`src/rtl/ctrl_unit_if.sv`:
```
// Signal bundle between decode, the weight loaders, the image engine and ctrl_unit.
// ctrl_unit takes the slave side; the surrounding system drives the master side.
interface ctrl_unit_if #(
   parameter int unsigned ADDR_W = 28
);
   logic [1:0]        reg_sel;
   logic              wr_en;
   logic [ADDR_W-1:0] reg_databus;
   logic              begin_rdn_load;
   logic              begin_dnn_load;
   logic              begin_proc;
   logic              ready;
   logic              rdn_load_start;
   logic              rdn_load_done;
   logic              dnn_load_start;
   logic              dnn_load_done;
   logic              img_start;
   logic [ADDR_W-1:0] img_addr;
   logic [ADDR_W-1:0] res_addr;
   logic              img_done;
   logic              proc_done;
   logic              rdn_loaded;
   logic              dnn_loaded;
   logic              err;

   modport master (
      output reg_sel, wr_en, reg_databus,
             begin_rdn_load, begin_dnn_load, begin_proc,
             rdn_load_done, dnn_load_done, img_done,
      input  ready, rdn_load_start, dnn_load_start,
             img_start, img_addr, res_addr,
             proc_done, rdn_loaded, dnn_loaded, err
   );

   modport slave (
      input  reg_sel, wr_en, reg_databus,
             begin_rdn_load, begin_dnn_load, begin_proc,
             rdn_load_done, dnn_load_done, img_done,
      output ready, rdn_load_start, dnn_load_start,
             img_start, img_addr, res_addr,
             proc_done, rdn_loaded, dnn_loaded, err
   );
endinterface

```
`src/rtl/ctrl_unit.sv`:
```
// Command sequencer: holds the image-job config registers and sequences the
// RDN/DNN weight loads and per-image processing, stalling fetch via ready.
module ctrl_unit #(
   parameter int unsigned       ADDR_W     = 28,
   parameter logic [ADDR_W-1:0] IMG_STRIDE = ADDR_W'(28'h400),
   parameter logic [ADDR_W-1:0] RES_STRIDE = ADDR_W'(28'h010)
) (
   input  logic       clk,
   input  logic       rst_n,
   ctrl_unit_if.slave bus
);

   typedef enum logic [2:0] {
      S_IDLE,
      S_RDN_LOAD,
      S_DNN_LOAD,
      S_PROC_ISSUE,
      S_PROC_WAIT,
      S_PROC_END
   } state_t;

   state_t            state_q;
   logic [ADDR_W-1:0] img_base_q;
   logic [ADDR_W-1:0] img_cnt_q;
   logic [ADDR_W-1:0] res_base_q;
   logic [ADDR_W-1:0] idx_q;
   logic [ADDR_W-1:0] img_addr_q;
   logic [ADDR_W-1:0] res_addr_q;
   logic              ready_q;
   logic              rdn_start_q;
   logic              dnn_start_q;
   logic              img_start_q;
   logic              proc_done_q;
   logic              rdn_loaded_q;
   logic              dnn_loaded_q;
   logic              err_q;

   logic [ADDR_W-1:0] img_base_d;
   logic [ADDR_W-1:0] img_cnt_d;
   logic [ADDR_W-1:0] res_base_d;
   logic [ADDR_W-1:0] idx_inc;
   logic              wr_ok;

   // A write in the same cycle as a command must be visible to that command,
   // so the command path reads these post-write values rather than the _q copies.
   always_comb begin
      wr_ok      = bus.wr_en && ready_q;
      img_base_d = img_base_q;
      img_cnt_d  = img_cnt_q;
      res_base_d = res_base_q;
      if (wr_ok) begin
         case (bus.reg_sel)
            2'd0:    img_base_d = bus.reg_databus;
            2'd1:    img_cnt_d  = bus.reg_databus;
            2'd2:    res_base_d = bus.reg_databus;
            default: ;
         endcase
      end
   end

   assign idx_inc = idx_q + ADDR_W'(1);

   always_ff @(posedge clk or negedge rst_n) begin
      if (!rst_n) begin
         state_q      <= S_IDLE;
         img_base_q   <= '0;
         img_cnt_q    <= '0;
         res_base_q   <= '0;
         idx_q        <= '0;
         img_addr_q   <= '0;
         res_addr_q   <= '0;
         ready_q      <= 1'b1;
         rdn_start_q  <= 1'b0;
         dnn_start_q  <= 1'b0;
         img_start_q  <= 1'b0;
         proc_done_q  <= 1'b0;
         rdn_loaded_q <= 1'b0;
         dnn_loaded_q <= 1'b0;
         err_q        <= 1'b0;
      end else begin
         img_base_q <= img_base_d;
         img_cnt_q  <= img_cnt_d;
         res_base_q <= res_base_d;

         case (state_q)
            S_IDLE: begin
               if (bus.begin_rdn_load) begin
                  state_q      <= S_RDN_LOAD;
                  ready_q      <= 1'b0;
                  rdn_start_q  <= 1'b1;
                  rdn_loaded_q <= 1'b0;
                  err_q        <= 1'b0;
               end else if (bus.begin_dnn_load) begin
                  state_q      <= S_DNN_LOAD;
                  ready_q      <= 1'b0;
                  dnn_start_q  <= 1'b1;
                  dnn_loaded_q <= 1'b0;
                  err_q        <= 1'b0;
               end else if (bus.begin_proc) begin
                  if (rdn_loaded_q && dnn_loaded_q) begin
                     ready_q <= 1'b0;
                     err_q   <= 1'b0;
                     idx_q   <= '0;
                     if (img_cnt_d != '0) begin
                        state_q     <= S_PROC_ISSUE;
                        img_start_q <= 1'b1;
                        img_addr_q  <= img_base_d;
                        res_addr_q  <= res_base_d;
                     end else begin
                        state_q     <= S_PROC_END;
                        proc_done_q <= 1'b1;
                     end
                  end else begin
                     err_q <= 1'b1;
                  end
               end
            end

            // The done strobe is not trusted during the start-pulse cycle itself.
            S_RDN_LOAD: begin
               rdn_start_q <= 1'b0;
               if (bus.rdn_load_done && !rdn_start_q) begin
                  state_q      <= S_IDLE;
                  ready_q      <= 1'b1;
                  rdn_loaded_q <= 1'b1;
               end
            end

            S_DNN_LOAD: begin
               dnn_start_q <= 1'b0;
               if (bus.dnn_load_done && !dnn_start_q) begin
                  state_q      <= S_IDLE;
                  ready_q      <= 1'b1;
                  dnn_loaded_q <= 1'b1;
               end
            end

            S_PROC_ISSUE: begin
               img_start_q <= 1'b0;
               state_q     <= S_PROC_WAIT;
            end

            // Addresses advance as running sums so no multiplier is needed.
            S_PROC_WAIT: begin
               if (bus.img_done) begin
                  idx_q <= idx_inc;
                  if (idx_inc == img_cnt_q) begin
                     state_q     <= S_PROC_END;
                     proc_done_q <= 1'b1;
                  end else begin
                     state_q     <= S_PROC_ISSUE;
                     img_start_q <= 1'b1;
                     img_addr_q  <= img_addr_q + IMG_STRIDE;
                     res_addr_q  <= res_addr_q + RES_STRIDE;
                  end
               end
            end

            S_PROC_END: begin
               proc_done_q <= 1'b0;
               state_q     <= S_IDLE;
               ready_q     <= 1'b1;
            end

            default: begin
               state_q <= S_IDLE;
               ready_q <= 1'b1;
            end
         endcase
      end
   end

   assign bus.ready          = ready_q;
   assign bus.rdn_load_start = rdn_start_q;
   assign bus.dnn_load_start = dnn_start_q;
   assign bus.img_start      = img_start_q;
   assign bus.img_addr       = img_addr_q;
   assign bus.res_addr       = res_addr_q;
   assign bus.proc_done      = proc_done_q;
   assign bus.rdn_loaded     = rdn_loaded_q;
   assign bus.dnn_loaded     = dnn_loaded_q;
   assign bus.err            = err_q;

endmodule
```
`src/flat_wrapper.sv`:
```
// flat-port wrapper written by rule: the top's interface ports become plain ports
module ctrl_unit_flat 
#(
   parameter int unsigned       ADDR_W     = 28,
   parameter logic [ADDR_W-1:0] IMG_STRIDE = ADDR_W'(28'h400),
   parameter logic [ADDR_W-1:0] RES_STRIDE = ADDR_W'(28'h010)
)
  (clk, rst_n, bus_reg_sel, bus_wr_en, bus_reg_databus, bus_begin_rdn_load, bus_begin_dnn_load, bus_begin_proc, bus_rdn_load_done, bus_dnn_load_done, bus_img_done, bus_ready, bus_rdn_load_start, bus_dnn_load_start, bus_img_start, bus_img_addr, bus_res_addr, bus_proc_done, bus_rdn_loaded, bus_dnn_loaded, bus_err);
  ctrl_unit_if #(.ADDR_W(ADDR_W)) bus_i ();
  input  logic clk;
  input  logic rst_n;
  input wire logic [$bits(bus_i.reg_sel)-1:0] bus_reg_sel;
  input wire logic [$bits(bus_i.wr_en)-1:0] bus_wr_en;
  input wire logic [$bits(bus_i.reg_databus)-1:0] bus_reg_databus;
  input wire logic [$bits(bus_i.begin_rdn_load)-1:0] bus_begin_rdn_load;
  input wire logic [$bits(bus_i.begin_dnn_load)-1:0] bus_begin_dnn_load;
  input wire logic [$bits(bus_i.begin_proc)-1:0] bus_begin_proc;
  input wire logic [$bits(bus_i.rdn_load_done)-1:0] bus_rdn_load_done;
  input wire logic [$bits(bus_i.dnn_load_done)-1:0] bus_dnn_load_done;
  input wire logic [$bits(bus_i.img_done)-1:0] bus_img_done;
  output wire logic [$bits(bus_i.ready)-1:0] bus_ready;
  output wire logic [$bits(bus_i.rdn_load_start)-1:0] bus_rdn_load_start;
  output wire logic [$bits(bus_i.dnn_load_start)-1:0] bus_dnn_load_start;
  output wire logic [$bits(bus_i.img_start)-1:0] bus_img_start;
  output wire logic [$bits(bus_i.img_addr)-1:0] bus_img_addr;
  output wire logic [$bits(bus_i.res_addr)-1:0] bus_res_addr;
  output wire logic [$bits(bus_i.proc_done)-1:0] bus_proc_done;
  output wire logic [$bits(bus_i.rdn_loaded)-1:0] bus_rdn_loaded;
  output wire logic [$bits(bus_i.dnn_loaded)-1:0] bus_dnn_loaded;
  output wire logic [$bits(bus_i.err)-1:0] bus_err;
  assign bus_i.reg_sel = bus_reg_sel;
  assign bus_i.wr_en = bus_wr_en;
  assign bus_i.reg_databus = bus_reg_databus;
  assign bus_i.begin_rdn_load = bus_begin_rdn_load;
  assign bus_i.begin_dnn_load = bus_begin_dnn_load;
  assign bus_i.begin_proc = bus_begin_proc;
  assign bus_i.rdn_load_done = bus_rdn_load_done;
  assign bus_i.dnn_load_done = bus_dnn_load_done;
  assign bus_i.img_done = bus_img_done;
  assign bus_ready = bus_i.ready;
  assign bus_rdn_load_start = bus_i.rdn_load_start;
  assign bus_dnn_load_start = bus_i.dnn_load_start;
  assign bus_img_start = bus_i.img_start;
  assign bus_img_addr = bus_i.img_addr;
  assign bus_res_addr = bus_i.res_addr;
  assign bus_proc_done = bus_i.proc_done;
  assign bus_rdn_loaded = bus_i.rdn_loaded;
  assign bus_dnn_loaded = bus_i.dnn_loaded;
  assign bus_err = bus_i.err;
  ctrl_unit #(.ADDR_W(ADDR_W), .IMG_STRIDE(IMG_STRIDE), .RES_STRIDE(RES_STRIDE)) u_core (.clk(clk), .rst_n(rst_n), .bus(bus_i));
endmodule
```
`config.mk`:
```
export PLATFORM = sky130hd
export DESIGN_NAME = ctrl_unit_flat
export DESIGN_NICKNAME = d
export VERILOG_FILES = /design/src/rtl/ctrl_unit_if.sv /design/src/rtl/ctrl_unit.sv /design/src/flat_wrapper.sv
export SDC_FILE = /design/constraint.sdc
export NUM_CORES = 1
export LEC_CHECK = 0
export BUFFER_PORTS_ARGS = -buffer_cell sky130_fd_sc_hd__buf_4
export CELL_PAD_IN_SITES_DETAIL_PLACEMENT = 2
export CELL_PAD_IN_SITES_GLOBAL_PLACEMENT = 2
export CORE_UTILIZATION = 38
export DETAILED_ROUTE_END_ITERATION = 12
export HOLD_SLACK_MARGIN = 0.06
export PLACE_DENSITY_LB_ADDON = 0.1
export SYNTH_ARGS = -nofsm -noshare
export SYNTH_HDL_FRONTEND = slang
export SYNTH_SLANG_ARGS = --single-unit
```
`constraint.sdc`:
```
create_clock -name clk -period 4 [get_ports clk]
set_input_delay 1 -clock clk [delete_from_list [all_inputs] [get_ports clk]]
set_output_delay 1 -clock clk [all_outputs]
set_load 0.05 [all_outputs]
```
## After elaboration in Yosys (flattened, before gate mapping)

Cells that the tools add are included.

| cells by class | value |
|---|---|
| multiplexer cells | 75 |
| eq/ne operators | 23 |
| $add $sub $neg | 3 |
| bitwise gates (word level) | 1 |
| reduce and logical (&&, ||, !) cells | 27 |

Operators by type and width:

| kind | number |
|---|---|
| $mux W28 | 25 |
| $pmux W28 S2 | 3 |
| $mux W1 | 30 |
| $add A28 B1 Y28 const B | 1 |
| $add A28 B11 Y28 const B | 1 |
| $add A28 B5 Y28 const B | 1 |
| $eq A28 B28 Y1 | 1 |
| $reduce_bool A28 Y1 | 1 |
| $mux W3 | 9 |
| $reduce_and A8 Y1 | 3 |
| $ne A2 B2 Y1 const B | 8 |
| $pmux W3 S5 | 1 |
| $ne A2 B1 Y1 const B | 5 |
| $reduce_and A5 Y1 | 2 |
| $reduce_bool A3 Y1 | 3 |
| $pmux W1 S2 | 4 |
| $eq A3 B2 Y1 const B | 2 |
| $eq A3 B3 Y1 const B | 2 |
| $pmux W1 S3 | 2 |
| $reduce_and A3 Y1 | 2 |
| $reduce_and A6 Y1 | 1 |
| $reduce_bool A2 Y1 | 3 |
| $logic_and A1 B1 Y1 | 4 |
| $ne A4 B3 Y1 const B | 1 |
| 12 further kinds | 14 |

| storage, ports and cells | value |
|---|---|
| register bits | 179 |
| output and inout port bits | 64 |
| logic and storage cells | 144 |
| input bits | 39 |

## Longest topological paths before layout

Gate-level depths: netlist of run 1.

| depth | value |
|---|---|
| word-level depth | 10 |
| mapped depth | 12 |
| gate-level depth less buffers | 9 |

## Worst setup path before layout of run 1

Ideal clock, no wire load.

| timing | value |
|---|---|
| path kind | input to register |
| start point | input port bus_reg_sel[1] |
| end point | register u_core.img_addr_q[10], in the netlist u_core.bus.img_addr[10] |
| stages | 11 |
| data required time | 3.876 ns |
| arrival time | 3.362 ns |
| path slack | 0.514 ns |
| setup time | 0.124 ns |
| cell sequence | nand4b_1 -> buf_2 -> clkbuf_1 -> nor3_1 -> a21oi_1 -> nor4_1 -> nand4b_1 -> o21ai_0 -> buf_2 -> a211oi_1 -> a211o_1 |

| on the way | value |
|---|---|
| word-level cells in the longest chain between the ends | 9 |

RTL lines:

| element | RTL line | text |
|---|---|---|
| start: declaration | flat_wrapper.sv:12 | `input wire logic [$bits(bus_i.reg_sel)-1:0] bus_reg_sel;` |
| $logic_not A2 Y1 | ctrl_unit.sv:52 | `case (bus.reg_sel)` |
| $mux W28 | ctrl_unit.sv:52 |  |
| $mux W28 | ctrl_unit.sv:51 | `if (wr_ok) begin` |
| $mux W28 | ctrl_unit.sv:104 | `if (img_cnt_d != '0) begin` |
| $mux W28 | ctrl_unit.sv:100 | `if (rdn_loaded_q && dnn_loaded_q) begin` |
| $mux W28 | ctrl_unit.sv:99 | `end else if (bus.begin_proc) begin` |
| $mux W28 | ctrl_unit.sv:93 | `end else if (bus.begin_dnn_load) begin` |
| $mux W28 | ctrl_unit.sv:87 | `if (bus.begin_rdn_load) begin` |
| $pmux W28 S2 | ctrl_unit.sv:85 | `case (state_q)` |
| end signal: assignment | ctrl_unit.sv:107 | `img_addr_q <= img_base_d;` |
| end signal: assignment | ctrl_unit.sv:153 | `img_addr_q <= img_addr_q + IMG_STRIDE;` |
| end: declaration | ctrl_unit.sv:27 | `logic [ADDR_W-1:0] img_addr_q;` |

Several ways; a longest one is shown, not always the timed one. The select of a mux whose other input is x is not followed.
A chain may end at the register's enable or synchronous reset.

## Final worst setup path of run 1

| timing | value |
|---|---|
| start point | register u_core.idx_q[0] |
| end point | register u_core.res_addr_q[21], in the netlist u_core.bus.res_addr[21] |

| on the way | value |
|---|---|
| word-level cells in the longest chain between the ends | 4 |

RTL lines:

| element | RTL line | text |
|---|---|---|
| start: declaration | ctrl_unit.sv:26 | `logic [ADDR_W-1:0] idx_q;` |
| start signal: assignment | ctrl_unit.sv:146 | `idx_q <= idx_inc;` |
| $add A28 B1 Y28 | ctrl_unit.sv:61 | `assign idx_inc = idx_q + ADDR_W'(1);` |
| $eq A28 B28 Y1 | ctrl_unit.sv:147 | `if (idx_inc == img_cnt_q) begin` |
| $ne A2 B2 Y1 (no line) | -- |  |
| $reduce_and A8 Y1 (no line) | -- |  |
| end signal: assignment | ctrl_unit.sv:108 | `res_addr_q <= res_base_d;` |
| end signal: assignment | ctrl_unit.sv:154 | `res_addr_q <= res_addr_q + RES_STRIDE;` |
| end: declaration | ctrl_unit.sv:28 | `logic [ADDR_W-1:0] res_addr_q;` |

No other way between the ends.

==> results by stage, run 1 <==
Place:
- The final RePlAce weighted congestion is 0.785.
- Once placement completed, the tool counted placed cells totaling 1351.
- The post-placement worst setup slack is roughly 0.32 ns.
- The standard cell area after detailed placement is ~0.011 sq mm.
- Detailed placement ended at an HPWL of 22400 um.
- The count of port buffers added during placement is 102.

Drt:
- The DRC violation total after the first TritonRoute iteration is 395.
- The remaining antenna violation count is 0.
- The post-detailed-route wirelength per cell is ~24 um.
- The DRC violation count after routing is 0.
- The total number of vias is 8174.
- Before antenna repair, the detailed router went through 4 iterations.
- The total length of routed wires is approximately 34000 um.
- The mean number of vias per cell is ~5.9.

Setup path:
- Walking the worst path, the cells encountered are ha_1 > and4_1 > nand4_2 > nor3_1 > xnor2_1 > nand4_1 > nor4_4 > buf_12 > buf_4 > a211oi_1 > o22a_1.
- On the critical path, the stage with the largest delay is an instance of sky130_fd_sc_hd__dfrtp_1.
- Along the worst path, the maximum fanout reaches 32.
- The worst register-to-register path has a depth of 11.
- The data arrival at the endpoint of the critical path is 3.90 ns.
- The worst flop-to-flop path startpoint is u_core.idx_q[0].
- The required time at the worst-slack endpoint is approximately 4.3 ns.
- The terminus of the critical flop-to-flop path is u_core.bus.res_addr[21].
- The worst setup path category is reg2reg.
- In this run the register-to-register setup slack is roughly 0.41 ns.
- The critical path launch point type is a flop.
- The kind of end point of the critical path is a flop.
- The delay contributed by the slowest stage of the critical path is 0.47 ns.
- The start point of the critical path is u_core.idx_q[0].

STA:
- The final total negative setup slack is 0 ns.
- Setup violations remaining at the end of the flow were counted as 0.
- Setup repair after global routing left no endpoint under its margin.
- The number of slew-limit violations in the final report is 0.
- At the pin with the least slew margin, the transition time is 1.17 ns.
- The worst-case headroom to the max-slew limit is approximately 21%.
- Counting I/O delays and the setup requirement, the final critical path takes 3.59 ns.
- The worst slack on hold paths is between 0.5 and 0.6 ns.
- The final setup slack of the worst path is 0.414 ns.
- The final hold violation count is 0.
- In the finished design, the share of the clock period the worst path needs comes to 89.6%.
- Static timing analysis puts the maximum clock frequency at 279 MHz.
- The setup clock skew after layout is 0.0154 ns.

Worst hold path:
- Along the worst hold path, the cell count comes to 1.
- The worst hold path begins at u_core.res_base_q[26].
- The endpoint of the worst hold path is u_core.res_base_q[26].
- The class of the worst hold path is reg2reg.

Synthesis:
- After synthesis, the share of flip-flops with an asynchronous set or reset is 100%.
- The register area share after synthesis is 47.1%.
- The top-area cell type share of the netlist area is 46.9%.
- The most common cell in the synthesized netlist is sky130_fd_sc_hd__dfrtp_1.
- The biggest area contributor in the post-synthesis netlist is sky130_fd_sc_hd__dfrtp_1.
- In this run, synthesis inferred 0 flip-flops with an integrated enable.
- The number of nets in the synthesized netlist is between 1000 and 1500.
- The cell count after synthesis is 969.
- The number of warning messages in the yosys log is 0.
- In the synthesized netlist, the cells that appear most often are 178 x sky130_fd_sc_hd__dfrtp_1, 82 x sky130_fd_sc_hd__mux2_2, 63 x sky130_fd_sc_hd__nand2_1, 63 x sky130_fd_sc_hd__o21ai_0, 62 x sky130_fd_sc_hd__nor2_1.
- After synthesis the netlist holds a flip-flop and latch count of 179.
- After synthesis the cells add up to 0.00951 sq mm.
- Sorting the synthesized cells by area gives the leading types as sky130_fd_sc_hd__dfrtp_1 47%, sky130_fd_sc_hd__mux2_2 9.7%, sky130_fd_sc_hd__a211oi_1 3.4%, sky130_fd_sc_hd__o21ai_0 3.3%, sky130_fd_sc_hd__xnor2_1 2.9%.
- The unique cell type count in the Yosys netlist is 68.
- The average instance in the mapped netlist occupies 9.81 sq um.
- The dominant synthesized flop cell is sky130_fd_sc_hd__dfrtp_1.

Clocking:
- After clock tree synthesis, the repair step resized 0 gates.
- The CTS tree is done.
- The clock-pin slew of the registers on the worst-case setup and hold paths is 0.08 ns.
- Clock latency on the worst-skew pair, taken at its later pin, is about 0.43 ns.
- The clock buffer count from CTS is 17.
- No sink is reached through more buffers than the 2 on the longest clock path.
- Buffers inserted to repair hold after CTS numbered 0.
- The post-CTS setup-driven buffer insertion count is 0.
- CTS saw 179 sinks.
- CTS placed an instance of sky130_fd_sc_hd__clkbuf_16 at the clock tree root.
- The number of H-tree levels is 4.

Outcome:
- The run finished with clean final reports.

Power and ir drop:
- The total power of the final layout is 8.41 mW.
- Dividing total power by cell area gives a power density of approximately 750 mW/mm^2.
- Across the VDD grid, the largest voltage drop is ~0.00042 V.
- Summed over all cells, the static leakage comes to ~4.8 nW.

Final layout:
- The synthesis-to-layout area growth is 18.1%.
- The count of inserted antenna diode cells is 0.
- The finished cells cover 0.0112 sq mm.
- The fraction of layout instances using a drive strength above 1 is between 20% and 30%.
- The number of standard cells in the final layout excluding fillers is about 1400.
- The number of nets in the layout is 1088.
- Cells fill a little under half of the core in the end.

Global route:
- The via count of the first global-routing pass is ~9000.
- Global routing consumed, over all layers together, between 20% and 30% of the routing resources.
- The pin count of the biggest net entering global routing is 84.
- The number of antenna violations at the first check in global routing is 0.
- The wire length of the first global-routing pass is 53600 um.
- Summed over all layers, the global routing overflow is 0.

Run:
- The max capacitance violation total is 0.

Floorplanning:
- The overall die width is about 160 um.
- The number of placement rows is 57.
- 103 I/O pins were placed.
- The floorplan step defined a core boundary enclosing roughly 0.024 sq mm.
- The die covers 0.0257 sq mm.
- The die extent in y is 160 um.
- The initial utilization of the core area, before any placement, comes to 38.9%.
-- logic make-up (layout without fill, tap and decap cells) --
family / Yosys count / count (layout) / synth area share, %
adder cells (fa/ha/maj): 3 / 3 / 0.395
flip-flops: 179 / 179 / 47.1
AND/OR/NAND/NOR: 286 / 286 / 15.5
XOR/XNOR: 42 / 42 / 3.87
multiplexers: 91 / 91 / 10.7
AO/OA/AOI/OAI: 261 / 261 / 18.0
buffers and inverters: 107 / 197 / 4.42
-- critical path: cells and delay by family, from the launching register on --
kind	cells	cell delay, ns
AO/OA/AOI/OAI	2	0.31
XOR/XNOR	1	0.19
adder cells (fa/ha/maj)	1	0.33
buffers and inverters	2	0.51
flip-flops	1	0.47
AND/OR/NAND/NOR	5	1.63
-- metal layers --
metal / vias up / GRT usage [%] / wire (um)
met4: 0 / 8.66 / 779
met2: 128 / 44.4 / 16300
met3: 40 / 3.32 / 774
li1: 3728 / - / -
met1: 4278 / 37.1 / 15800
met5: - / 0 / 0
-- state kept, by name, summed over array words and instances (netlist names) --
signal,count
u_core.idx_q,28
u_core.bus.img_addr,28
u_core.bus.img_start,1
u_core.img_cnt_q,28
u_core.bus.err,1
u_core.bus.dnn_load_start,1
u_core.bus.proc_done,1
u_core.state_q,3
u_core.bus.dnn_loaded,1
u_core.bus.ready,1
u_core.img_base_q,28
u_core.bus.rdn_loaded,1
u_core.res_base_q,28
u_core.bus.res_addr,28
u_core.bus.rdn_load_start,1
-- how the worst max path moves through the flow --
stage | end
after floorplan | u_core.bus.img_addr[10]
after global placement | u_core.bus.res_addr[27]
after detailed placement | u_core.bus.res_addr[27]
after CTS | u_core.bus.res_addr[21]
after global routing | u_core.bus.img_addr[27]
final | u_core.bus.res_addr[21]
-- cells in the final DEF (no fill, tap or decap), types with 37 or more instances in the layout --
master and instances:
sky130_fd_sc_hd__a211oi_1 43, sky130_fd_sc_hd__a21oi_1 43, sky130_fd_sc_hd__buf_4 122, sky130_fd_sc_hd__dfrtp_1 178, sky130_fd_sc_hd__inv_1 37, sky130_fd_sc_hd__mux2_2 82, sky130_fd_sc_hd__nand2_1 62, sky130_fd_sc_hd__nand3_1 47
sky130_fd_sc_hd__nor2_1 62, sky130_fd_sc_hd__o21ai_0 62
-- final cells by class --
type | count | area (sq um)
fillers | 2631 | 13200
repair buffers | 127 | 1010
clock buffers | 19 | 433
well taps | 324 | 405
multi-input cells | 683 | 4640
clock inverters | 13 | 116
inverters | 38 | 143
flip-flops and latches | 179 | 4480
-- where the power goes --
group	internal, mW	switching (mW)	total, mW
registers	2.52	0.737	3.26
logic	1.32	2.18	3.50
clock network	0.824	0.825	1.65
Note: power is estimated with default switching activity, not from simulation.
==> run 2, diff against run 1 <==
--- a/config.mk
+++ b/config.mk
@@ -8,6 +8,7 @@
 export BUFFER_PORTS_ARGS = -buffer_cell sky130_fd_sc_hd__buf_4
 export CELL_PAD_IN_SITES_DETAIL_PLACEMENT = 2
 export CELL_PAD_IN_SITES_GLOBAL_PLACEMENT = 2
+export CORE_ASPECT_RATIO = 0.5
 export CORE_UTILIZATION = 38
 export DETAILED_ROUTE_END_ITERATION = 12
 export HOLD_SLACK_MARGIN = 0.06
==> run 2 against run 1 <==
  * Worst setup slack gained 0.0065 ns
  * Total power is essentially flat
  * Die area grew 0.15%
  * Sequential share of layout area shrank 0.20 points
  * Worst hold slack lost 0.0029 ns
  * Non-clock buffer count grew 4
  * Critical path type unchanged
  * Critical endpoint is now u_core.state_q[1]
  * Largest power group unchanged
==> results by stage, run 2 (synthesis results as in run 1) <==
Outcome:
- The flow ran to the end, and the final reports show no timing, DRC or antenna violations.

Place:
- The count of port buffers added during placement was 102 (unchanged).
- The standard cell area after detailed placement came to 0.0107 sq mm (+0.31%).
- The detailed placer's ending HPWL is 23600 um (+5.4%).
- The number of placed cells counting well taps was 1367 (+1.2%).
- The post-placement worst setup slack is 0.0603 ns (-0.265 ns).
- The final RePlAce weighted congestion was 0.816 (+3.9%).

Final layout:
- Leaving out fill and tap cells, the most frequent cell in the layout is sky130_fd_sc_hd__dfrtp_1.
- The post-route standard cell area excluding fillers is 0.0113 sq mm (+0.50%).
- The post-layout utilization of the core is 46.5% (+0.59 points).
- The synthesis-to-layout area growth is 18.7%.
- The count of inserted antenna diode cells is 0 (unchanged).
- The total of fill cells in the finished design is 2546 (-3.2%).
- The fraction of layout instances using a drive strength above 1 is 24.0% (-0.091 points).
- Leaving out fill and tap cells, the most frequent cells in the layout are 178 x sky130_fd_sc_hd__dfrtp_1, 127 x sky130_fd_sc_hd__buf_4, 82 x sky130_fd_sc_hd__mux2_2.
- The area occupied by registers is 0.00448 sq mm (unchanged).
- The number of standard cells in the final layout excluding fillers came to 1399 (+1.2%).
- The multi-input logic area was 0.00464 sq mm (unchanged).
- The number of nets in the layout is 1092 (+0.37%).

Run:
- The max capacitance violation total came to 0 (unchanged).

STA:
- The final total negative setup slack is 0 ns (unchanged).
- The shortest clock period the worst path allows after layout is 3.58 ns (-0.00650 ns).
- Setup repair after global routing left no endpoint under its margin.
- The final setup slack of the worst path is 0.421 ns (+0.00650 ns).
- The number of slew-limit violations in the final report came to 0 (unchanged).
- The highest clock frequency the design can meet is 279 MHz (+0.18%).
- The worst slack on hold paths came to 0.498 ns (-0.00285 ns).
- The setup clock skew after layout is 0.0120 ns (-0.00348 ns).
- The number of setup violations in the final report is 0 (unchanged).
- The final hold violation count is 0 (unchanged).
- The slew at the pin closest to its max-slew limit came to 1.01 ns (-0.159 ns).
- The period utilization is 89.5% (-0.16 points).
- The worst-case headroom to the max-slew limit is 32.3% (+11 points).

Clocking:
- TritonCTS built the clock tree.
- The clock root buffer is sky130_fd_sc_hd__clkbuf_16.
- The later-pin clock latency in the skew report is 0.45 ns (+0.02 ns).
- The count of cells resized by post-cts repair was 0 (unchanged).
- The clock-pin slew of the registers on the worst-case setup and hold paths was 0.06 ns (-0.02 ns).
- The post-CTS setup-driven buffer insertion count was 0 (unchanged).
- The clock net sink count is 179 (unchanged).
- The clock buffer count from CTS is 17 (unchanged).
- The number of H-tree levels came to 4 (unchanged).
- The maximum number of buffers from clock root to sink is 2 (unchanged).
- The post-cts hold buffer count is 0 (unchanged).

Setup path:
- The critical path launch point type is a flop.
- The top fanout value on the critical path is 30 (-6.3%).
- The required time at the worst-slack endpoint is 4.31 ns (about the same).
- The kind of end point of the critical path is a flop.
- The data arrival at the endpoint of the critical path is 3.89 ns (about the same).
- The worst setup path category is reg2reg.

Global route:
- The number of antenna violations at the first check in global routing is 0 (unchanged).
- The via count of the first global-routing pass was 9079 (+2.1%).
- The pin count of the biggest net entering global routing came to 78 (-7.1%).
- The wire length of the first global-routing pass is 54300 um (+1.3%).
- The total routing usage reported by global routing is 28.1% (+1.0 points).
- The total grt overflow is 0 (unchanged).

Drt:
- The total length of routed wires is 34300 um (+2.1%).
- The post-detailed-route wirelength per cell is 24.5 um (+0.90%).
- The DRC violation count after routing is 0 (unchanged).
- The remaining antenna violation count is 0 (unchanged).
- The mean number of vias per cell is 5.89 (-0.32%).
- The DRC violation total after the first TritonRoute iteration came to 518 (+31%).
- The total number of vias was 8242 (+0.83%).
- The total iterations of the first detailed-routing run came to 5 (+1).

Floorplanning:
- The number of placement rows is 40 (-30%).
- The overall die width is 226 um (+41%).
- The starting density of the core is 39.2% (+0.30 points).
- The die extent in y came to 114 um (-29%).
- The count of boundary I/O pins is 103 (unchanged).
- The floorplan die area is 0.0257 sq mm (+0.15%).
- The core region area is 0.0243 sq mm (-0.77%).

Power and ir drop:
- The worst IR drop on VDD is 0.000505 V (+21%).
- The total power of the final layout was 8.41 mW (about the same).
- The power per unit of standard cell area was 746 mW/mm^2 (-0.45%).
- The static leakage is 4.87 nW (+0.58%).

Worst hold path:
- The min-delay analysis places its worst path in the category reg2reg.
## run 2: cell count changes in the layout (fill, tap and decap cells not counted), moves of 2 or more
cell and change:
sky130_fd_sc_hd__clkinvlp_4 -2, sky130_fd_sc_hd__inv_6 -3, sky130_fd_sc_hd__buf_4 +5, sky130_fd_sc_hd__bufinv_16 +2, sky130_fd_sc_hd__inv_8 -5, sky130_fd_sc_hd__clkbuf_1 +4
sky130_fd_sc_hd__clkbuf_8 +3
## run 2: path summary, 6_finish.rpt
check | slack, ns | cells after the start | end | startpoint
worst max-delay path | 0.42 | 9 | u_core.state_q[1] | u_core.idx_q[15]
worst min-delay path | 0.50 | 1 | u_core.img_base_q[21] | u_core.img_base_q[21]
worst max register to register | 0.42 | 9 | u_core.state_q[1] | u_core.idx_q[15]
worst min register to register | 0.50 | 1 | u_core.img_base_q[21] | u_core.img_base_q[21]
max in group asynchronous | 2.52 | 2 | u_core.bus.img_addr[13] | rst_n
min in group asynchronous | 0.57 | 1 | u_core.idx_q[22] | rst_n
## run 2: layer usage
metal | GRT usage (%) | vias to the layer above | part of all wire (%)
met4 | 9.71 | 0 | 1.9
met3 | 5.15 | 45 | 4.6
met2 | 46.7 | 127 | 48
met1 | 36.9 | 4353 | 45
li1 | - | 3717 | -
met5 | 0 | - | 0
## run 2: cell type report
| type | instances | area share, % |
|---|---|---|
| multi-input cells | 683 | 41.1 |
| clock buffers | 26 | 4.34 |
| well taps | 336 | 3.73 |
| flip-flops and latches | 179 | 39.7 |
| inverters | 38 | 1.26 |
| repair buffers | 131 | 9.11 |
| clock inverters | 6 | 0.743 |
## run 2: report_power, final
part / internal, mW / switching [mW]
registers: 2.52 / 0.731
logic: 1.32 / 2.13
clock network: 0.970 / 0.736
total: 4.82 / 3.60
## run 2: worst max-delay path, cell delays in order (launching register included)
cell                        delay [ns]
sky130_fd_sc_hd__dfrtp_1          0.57
sky130_fd_sc_hd__and4_4           0.42
sky130_fd_sc_hd__mux2i_1          0.14
sky130_fd_sc_hd__a2111oi_0        0.48
sky130_fd_sc_hd__nand2_1          0.13
sky130_fd_sc_hd__or4_4            0.51
sky130_fd_sc_hd__nor4_4           0.34
sky130_fd_sc_hd__buf_12           0.24
sky130_fd_sc_hd__nor3b_1          0.46
sky130_fd_sc_hd__o21ai_1          0.15
